File: src/rtl/cpu_defs_pkg.sv
// Shared CPU definitions: ALU control codes for the divide ops, divider FSM states and width.
package cpu_defs_pkg;

   localparam logic [5:0] ALU_DIV   = 6'b011100;
   localparam logic [5:0] ALU_DIVU  = 6'b001100;
   localparam int         DIV_WIDTH = 32;

   typedef enum logic [1:0] {
      IDLE = 2'd0,
      BUSY = 2'd1,
      DONE = 2'd2
   } div_state_t;

endpackage

File: src/rtl/div_if.sv
// Divider request/response bundle between execute-stage control (master) and div_unit (slave).
interface div_if #(
   parameter int WIDTH = 32
);
   logic                 start;
   logic                 signed_div;
   logic                 cancel;
   logic [WIDTH-1:0]     a;
   logic [WIDTH-1:0]     b;
   logic                 div_ready;
   logic [2*WIDTH-1:0]   result;

   modport master (
      output start, signed_div, cancel, a, b,
      input  div_ready, result
   );

   modport slave (
      input  start, signed_div, cancel, a, b,
      output div_ready, result
   );
endinterface

File: src/rtl/div_step.sv
// One combinational restoring-division iteration: shift in a dividend bit, trial-subtract, keep or restore.
module div_step #(
   parameter int WIDTH = 32
) (
   input  logic [WIDTH-1:0] rem_i,
   input  logic             bit_i,
   input  logic [WIDTH-1:0] dvs_i,
   output logic [WIDTH-1:0] rem_o,
   output logic             qbit_o
);
   logic [WIDTH:0] shl;
   logic [WIDTH:0] trial;

   assign shl    = {rem_i, bit_i};
   assign trial  = shl - {1'b0, dvs_i};
   // Negative trial (sign bit set) means the divisor did not fit: restore.
   assign qbit_o = ~trial[WIDTH];
   assign rem_o  = qbit_o ? trial[WIDTH-1:0] : shl[WIDTH-1:0];
endmodule

File: src/rtl/div_unit.sv
// Iterative restoring DIV/DIVU: div_ready pulses WIDTH+1 cycles after launch, result = {rem, quo} held until next launch.
// No backpressure; cancel aborts. Optional DIV_ZERO_FAST_EN completes b==0 launches one cycle after launch.
module div_unit
   import cpu_defs_pkg::*;
#(
   parameter int WIDTH = DIV_WIDTH,
   parameter int CNT_W = 6
) (
   input  logic clk,
   input  logic rst,
   div_if.slave bus
);
   div_state_t           state_q;
   logic [CNT_W-1:0]     cnt_q;
   logic [WIDTH-1:0]     rem_q;
   logic [WIDTH-1:0]     dvd_q;
   logic [WIDTH-1:0]     dvs_q;
   logic                 neg_quo_q;
   logic                 neg_rem_q;
   logic                 ready_q;
   logic [2*WIDTH-1:0]   result_q;

   logic [WIDTH-1:0]     a_abs_d;
   logic [WIDTH-1:0]     b_abs_d;
   logic                 neg_quo_d;
   logic                 neg_rem_d;
   logic [WIDTH-1:0]     rem_d;
   logic                 qbit_d;
   logic [WIDTH-1:0]     quo_d;

   assign a_abs_d   = (bus.signed_div && bus.a[WIDTH-1]) ? -bus.a : bus.a;
   assign b_abs_d   = (bus.signed_div && bus.b[WIDTH-1]) ? -bus.b : bus.b;
   assign neg_quo_d = bus.signed_div & (bus.a[WIDTH-1] ^ bus.b[WIDTH-1]);
   assign neg_rem_d = bus.signed_div & bus.a[WIDTH-1];

   div_step #(.WIDTH(WIDTH)) u_step (
      .rem_i  (rem_q),
      .bit_i  (dvd_q[WIDTH-1]),
      .dvs_i  (dvs_q),
      .rem_o  (rem_d),
      .qbit_o (qbit_d)
   );

   // Quotient bits shift into the vacated low end of the dividend register.
   assign quo_d = {dvd_q[WIDTH-2:0], qbit_d};

   function automatic logic [2*WIDTH-1:0] fixup(input logic [WIDTH-1:0] q, input logic [WIDTH-1:0] r,
                                               input logic nq, input logic nr);
      logic [WIDTH-1:0] qf;
      logic [WIDTH-1:0] rf;
      qf = nq ? -q : q;
      rf = nr ? -r : r;
      return {rf, qf};
   endfunction

   always_ff @(posedge clk) begin
      if (rst) begin
         state_q   <= IDLE;
         cnt_q     <= '0;
         rem_q     <= '0;
         dvd_q     <= '0;
         dvs_q     <= '0;
         neg_quo_q <= 1'b0;
         neg_rem_q <= 1'b0;
         ready_q   <= 1'b0;
         result_q  <= '0;
      end else if (bus.cancel) begin
         state_q <= IDLE;
         cnt_q   <= '0;
         ready_q <= 1'b0;
      end else begin
         case (state_q)
            IDLE: begin
               ready_q <= 1'b0;
               if (bus.start) begin
                  cnt_q     <= '0;
                  rem_q     <= '0;
                  dvd_q     <= a_abs_d;
                  dvs_q     <= b_abs_d;
                  neg_quo_q <= neg_quo_d;
                  neg_rem_q <= neg_rem_d;
`ifdef DIV_ZERO_FAST_EN
                  if (bus.b == '0) begin
                     state_q  <= DONE;
                     ready_q  <= 1'b1;
                     result_q <= fixup('1, a_abs_d, neg_quo_d, neg_rem_d);
                  end else begin
                     state_q <= BUSY;
                  end
`else
                  state_q <= BUSY;
`endif
               end
            end
            BUSY: begin
               rem_q <= rem_d;
               dvd_q <= quo_d;
               cnt_q <= cnt_q + CNT_W'(1);
               if (cnt_q == CNT_W'(WIDTH - 1)) begin
                  state_q  <= DONE;
                  ready_q  <= 1'b1;
                  result_q <= fixup(quo_d, rem_d, neg_quo_q, neg_rem_q);
               end
            end
            DONE: begin
               ready_q <= 1'b0;
               state_q <= IDLE;
            end
            default: begin
               ready_q <= 1'b0;
               state_q <= IDLE;
            end
         endcase
      end
   end

   assign bus.div_ready = ready_q;
   assign bus.result    = result_q;
endmodule

File: src/flat_wrapper.sv
// flat-port wrapper written by rule: the top's interface ports become plain ports
module div_unit_flat import cpu_defs_pkg::*;
#(
   parameter int WIDTH = DIV_WIDTH,
   parameter int CNT_W = 6
)
  (clk, rst, bus_start, bus_signed_div, bus_cancel, bus_a, bus_b, bus_div_ready, bus_result);
  div_if #(.WIDTH(WIDTH)) bus_i ();
  input  logic clk;
  input  logic rst;
  input wire logic [$bits(bus_i.start)-1:0] bus_start;
  input wire logic [$bits(bus_i.signed_div)-1:0] bus_signed_div;
  input wire logic [$bits(bus_i.cancel)-1:0] bus_cancel;
  input wire logic [$bits(bus_i.a)-1:0] bus_a;
  input wire logic [$bits(bus_i.b)-1:0] bus_b;
  output wire logic [$bits(bus_i.div_ready)-1:0] bus_div_ready;
  output wire logic [$bits(bus_i.result)-1:0] bus_result;
  assign bus_i.start = bus_start;
  assign bus_i.signed_div = bus_signed_div;
  assign bus_i.cancel = bus_cancel;
  assign bus_i.a = bus_a;
  assign bus_i.b = bus_b;
  assign bus_div_ready = bus_i.div_ready;
  assign bus_result = bus_i.result;
  div_unit #(.WIDTH(WIDTH), .CNT_W(CNT_W)) u_core (.clk(clk), .rst(rst), .bus(bus_i));
endmodule
File: config.mk
export PLATFORM = sky130hd
export DESIGN_NAME = div_unit_flat
export DESIGN_NICKNAME = d
export VERILOG_FILES = /design/src/rtl/cpu_defs_pkg.sv /design/src/rtl/div_if.sv /design/src/rtl/div_step.sv /design/src/rtl/div_unit.sv /design/src/flat_wrapper.sv
export SDC_FILE = /design/constraint.sdc
export NUM_CORES = 1
export LEC_CHECK = 0
export CORE_MARGIN = 4
export CORE_UTILIZATION = 50
export CTS_BUF_LIST = sky130_fd_sc_hd__clkbuf_16
export DETAILED_ROUTE_END_ITERATION = 10
export HOLD_SLACK_MARGIN = 0.06
export PLACE_DENSITY = 0.72
export SYNTH_ARGS = -nofsm -noshare
export SYNTH_HDL_FRONTEND = slang
export SYNTH_SLANG_ARGS = --single-unit
export TNS_END_PERCENT = 20
File: constraint.sdc
create_clock -name clk -period 10 [get_ports clk]
set_input_delay 1.5 -clock clk [delete_from_list [all_inputs] [get_ports clk]]
set_output_delay 1.5 -clock clk [all_outputs]
set_load 0.03 [all_outputs]
Word level (Yosys, flattened, before mapping). Cells that the tools add are included.

Word-level logic and storage cells: 50. Bits in registers: 171. Bits in writable memories: 0. ROM bits: 0. Output and inout bits: 65. Input bits: 69. Latch bits: 0. Memories kept: 0.

Magnitude comparators: 0. Reductions and logical operators: 11. Div/mod/pow operators: 0. $add $sub $neg: 6. Multipliers: 0. Bitwise gates (word level): 6. Shifts and indexed selects: 0. Eq/ne operators: 4. Multiplexer cells: 14.

Operator list (count): $mux W32 (7); $neg A32 Y32 (4); $pmux W32 S2 (2); $sub A33 B32 Y33 (1); $pmux W6 S2 (1); $reduce_and A3 Y1 (3); $add A6 B1 Y6 const B (1); $eq A6 B5 Y1 const B (1); $mux W6 (1); $mux W2 (2); $pmux W2 S2 (1); $reduce_and A2 Y1 (2); $not A1 Y1 (3); $reduce_or A3 Y1 (1); $and A1 B1 Y1 (2); $eq A2 B1 Y1 const B (1); $logic_and A1 B1 Y1 (2); $logic_not A2 Y1 (1); $ne A2 B1 Y1 const B (1); $ne A2 B2 Y1 const B (1); $reduce_bool A2 Y1 (1); $reduce_or A2 Y1 (1); $xor A1 B1 Y1 (1).

Longest topological paths before layout.
Depth after elaboration: 4. Mapped depth: 24. Depth with buffers taken out: 22.

Cells and area by module. Synthesis repeated with hierarchy kept, for this count alone.

Cell total of the unflattened synthesis: 1410. Area, all modules: 11342.1 µm².

Modules (own cells, without submodules): div_unit (area each 9086.2 µm², cells an instance 1099, sequential area each 3423.3 µm², times used 1); div_step (area each 2255.9 µm², cells an instance 311, sequential area each 0.0 µm², times used 1).

Least setup slack after synthesis. No wires, ideal clock.

Kind: register to register. From: register u_core.dvd_q[31]. To: register u_core.result_q[60], in the netlist u_core.bus.result[60]. Clock period less this slack: 4.701 ns. Required time: 9.878 ns. Library setup time: 0.122 ns. Path buffers: 2. Slack: 5.299 ns. Arrival: 4.579 ns. Cell stages (with the launch flop): 23. Cell sequence: dfxtp_1 -> inv_1 -> ha_1 -> fa_1 -> nand2b_2 -> a211oi_4 -> o2111ai_2 -> a21o_1 -> a21oi_4 -> nor2_4 -> inv_2 -> buf_4 -> clkbuf_1 -> nor2_1 -> a21oi_1 -> ha_1 -> and3_1 -> nand3_1 -> nor4_1 -> a22oi_1 -> o31a_1 -> and3_1 -> a311o_1.

Cells in the longest elaborated chain, start to end: 4.

RTL lines: start: declaration (line div_unit.sv:16) `logic [WIDTH-1:0] dvd_q;`; start signal: assignment (line div_unit.sv:78) `dvd_q <= a_abs_d;`; start signal: assignment (line div_unit.sv:97) `dvd_q <= quo_d;`; $sub A33 B32 Y33 (line div_step.sv:15) `assign trial = shl - {1'b0, dvs_i};`; $mux W32 (*) (line div_step.sv:18) `assign rem_o = qbit_o ? trial[WIDTH-1:0] : shl[WIDTH-1:0];`; $neg A32 Y32 (line div_unit.sv:52) `rf = nr ? -r : r;`; $mux W32 (*) (line div_unit.sv:52); end signal: assignment (line div_unit.sv:102) `result_q <= fixup(quo_d, rem_d, neg_quo_q, neg_rem_q);`; end: declaration (line div_unit.sv:21) `logic [2*WIDTH-1:0] result_q;`.

Every way passes the cells marked *; elsewhere a longest branch is shown, timed or not. A chain may end at the register's enable or synchronous reset.

Worst setup path after layout. Same ends and word-level chain as after synthesis.

==> metrics.txt <==
share of cells above drive strength 1 5.196%; CTS tree yes; global-route wire length before repair 57,370 um; Seq/Total Area, Yosys 28.98%; Routed WL 36,490 um; pin count of the biggest net entering global routing 103; Yosys top cell by area dfxtp_1; H-Tree Depth 4; Hold Crit Depth 2; Lkg Pwr 5.031 nW; IO Count 134; Hold Buf Count CTS 0; number of flops mapped to enable cells by yosys 0; utilization after layout 60.26%; count leader, synth a21oi_1; Place WS 4.527 ns; Syn. warnings 0; DR vias 11,790; worst r2r dst u_core.bus.result[60]; clk_skew 0.01040 ns; Slew HR 18.22%; Finish-stage setup viols 0; R2R cell count 20; Worst Tran Pin Value 1.224 ns; Max Cap Violations 0; final net count 1,749; RSZ-0062 raised after global routing false; top_reg_cell synth dfxtp_1; die height 161.7 um; # rows 55; hold wc startpoint u_core.bus.result[45]; Sink Count 171; critical path capture point type flop; initial antenna violation count 0; Final WS setup 4.382 ns; P per Cell Area 129.2 nW/um2; worst-skew pair later-pin latency 0.44 ns; reg-to-reg slack, setup 4.38 ns; post-synth cell types 86; vias in the first global route 10,520; Fin. Hold Viols 0; cts repair resizes 0; critical path fanouts, max 31; Worst R2R Start u_core.dvd_q[31]; Sum Neg Setup Slack 0 ns; crit path DAT 5.94 ns; total gr overflow 0; Num CTS Buffers 17; Final ANT Viol Nets 0; Slew Viols, Final 0; Layout area overhead 16.92%; synth top area cells dfxtp_1 (29%), a21oi_1 (7.4%), nor2_1 (5.5%); CTS clk-pin slew, worst paths 0.07 ns; Setup Fix Bufs, Post-CTS 0; outcome finished clean; syn nets 1,682; Initial DRC Count 1,091; Yosys top cell area share 28.98%; core area 22,920 um2; Mapped Cells 1,575; DRC Markers 0; Hold Path End u_core.bus.result[45]; fin crit period 5.618 ns; number of diodes 0; Synth Register Bits 171; IO Port Bufs 133; WL/cell 18.54 um; fmax 0.1780 GHz; Die Width 161.7 um; ys async rst share 0%; Initial Utilization 51.54%; Root Buffer clkbuf_16; maximum vdd drop 99.16 uV; gpl congestion 0.9479; Final Cycle Share 56.18%; GRT Util Overall 27.03%; via/cell ratio 5.990; DR pass1 iterations 5; CTS max path bufs 2; Worst Setup Start Kind flop; Hold Crit Class flop to flop; dpl hpwl 27,660 um; mapped cell area 11,810 um2; Avg Inst Size Synth 7.499 um2; Tot Pwr 0.001784 W; most frequent cells after synthesis a21oi_1 (174), nor2_1 (173), dfxtp_1 (171); Setup CP Type flop to flop; DIE AREA 26,150 um2; CP required 10.32 ns
worst max-delay path by stage:
| stage | cells after the start | end | startpoint |
|---|---|---|---|
| 2_1_floorplan | 22 | u_core.bus.result[60] | u_core.dvd_q[31] |
| 3_3_place_gp | 20 | u_core.bus.result[60] | u_core.dvd_q[31] |
| 3_5_place_dp | 21 | u_core.bus.result[62] | u_core.dvd_q[31] |
| 4_1_cts | 21 | u_core.bus.result[62] | u_core.dvd_q[31] |
| 5_1_grt | 20 | u_core.bus.result[58] | u_core.dvd_q[31] |
| 6_report | 20 | u_core.bus.result[60] | u_core.dvd_q[31] |
routing by layer:
metal	up-vias	track usage (%)	part of all wire, %
met5	-	0	0
met4	0	7.305	2.1
met3	57	3.375	7.4
met2	454	41.02	43
met1	5455	40.55	47
li1	5823	-	-
cell families after synthesis:
family	share of synthesized area, %
fa+ha+maj	4.089
buf+inv	5.000
flops	28.98
mux	3.189
simple gates	21.77
compound gates	28.74
xor+xnor	8.231
where the power goes:
group	switching (W)	total, W	internal (W)
clock	0.000310	0.000663	0.000353
combinational	0.000238	0.000387	0.000150
sequential	0.0000308	0.000733	0.000703
total	0.000579	0.00178	0.00121
sequential cells by signal, summed over array words and instances, names as in the netlist:
name                  flops
u_core.neg_rem_q          1
u_core.cnt_q              6
u_core.bus.div_ready      1
u_core.rem_q             32
u_core.dvs_q             32
u_core.neg_quo_q          1
u_core.bus.result        64
u_core.state_q            2
u_core.dvd_q             32
critical path: stages (launching register included):
cell       delay, ns
dfxtp_1         0.42
inv_1           0.07
ha_1            0.25
fa_1            0.41
nand2b_2        0.23
a211oi_4        0.42
o2111ai_2       0.25
a21o_1          0.28
a21oi_4         0.38
nor2_4          0.08
inv_2           0.47
nor2_1          0.08
a21oi_1         0.24
ha_1            0.36
and3_1          0.19
nand3_1         0.15
nor4_1          0.24
a22oi_1         0.24
o31a_1          0.31
and3_1          0.16
a311o_1         0.27
final cells by class:
cell class / instances / area (um2)
multi-input combinational: 1258 / 7814
sequential: 171 / 3423
clock buffer: 17 / 425.4
inverter: 51 / 191.4
fill: 2156 / 9106
timing repair buffer: 143 / 1404
tap: 313 / 391.6
clock inverter: 15 / 160.2
per-stage QoR:
step	instances	hold WS, ns	area (um2)
floorplan	1575	0.4319	11810
global placement	1936	0.4400	13220
detailed placement	1936	0.4434	13220
CTS	1968	0.4536	13810
global route	1968	0.4672	13810
finish	1968	0.4503	13810
placed cells by master, fill, tap and decap left out, types with 37 or more instances in the layout:
| master | instances |
|---|---|
| ha_1 | 37 |
| nand2_1 | 167 |
| nor3_1 | 44 |
| dfxtp_1 | 171 |
| xor2_1 | 65 |
| a21oi_1 | 174 |
| inv_1 | 51 |
| o21ai_0 | 103 |
| xnor2_1 | 46 |
| nor2_1 | 172 |
| clkdlybuf4s50_1 | 132 |
| a211oi_1 | 60 |
Power figures use the tool's default switching activity.
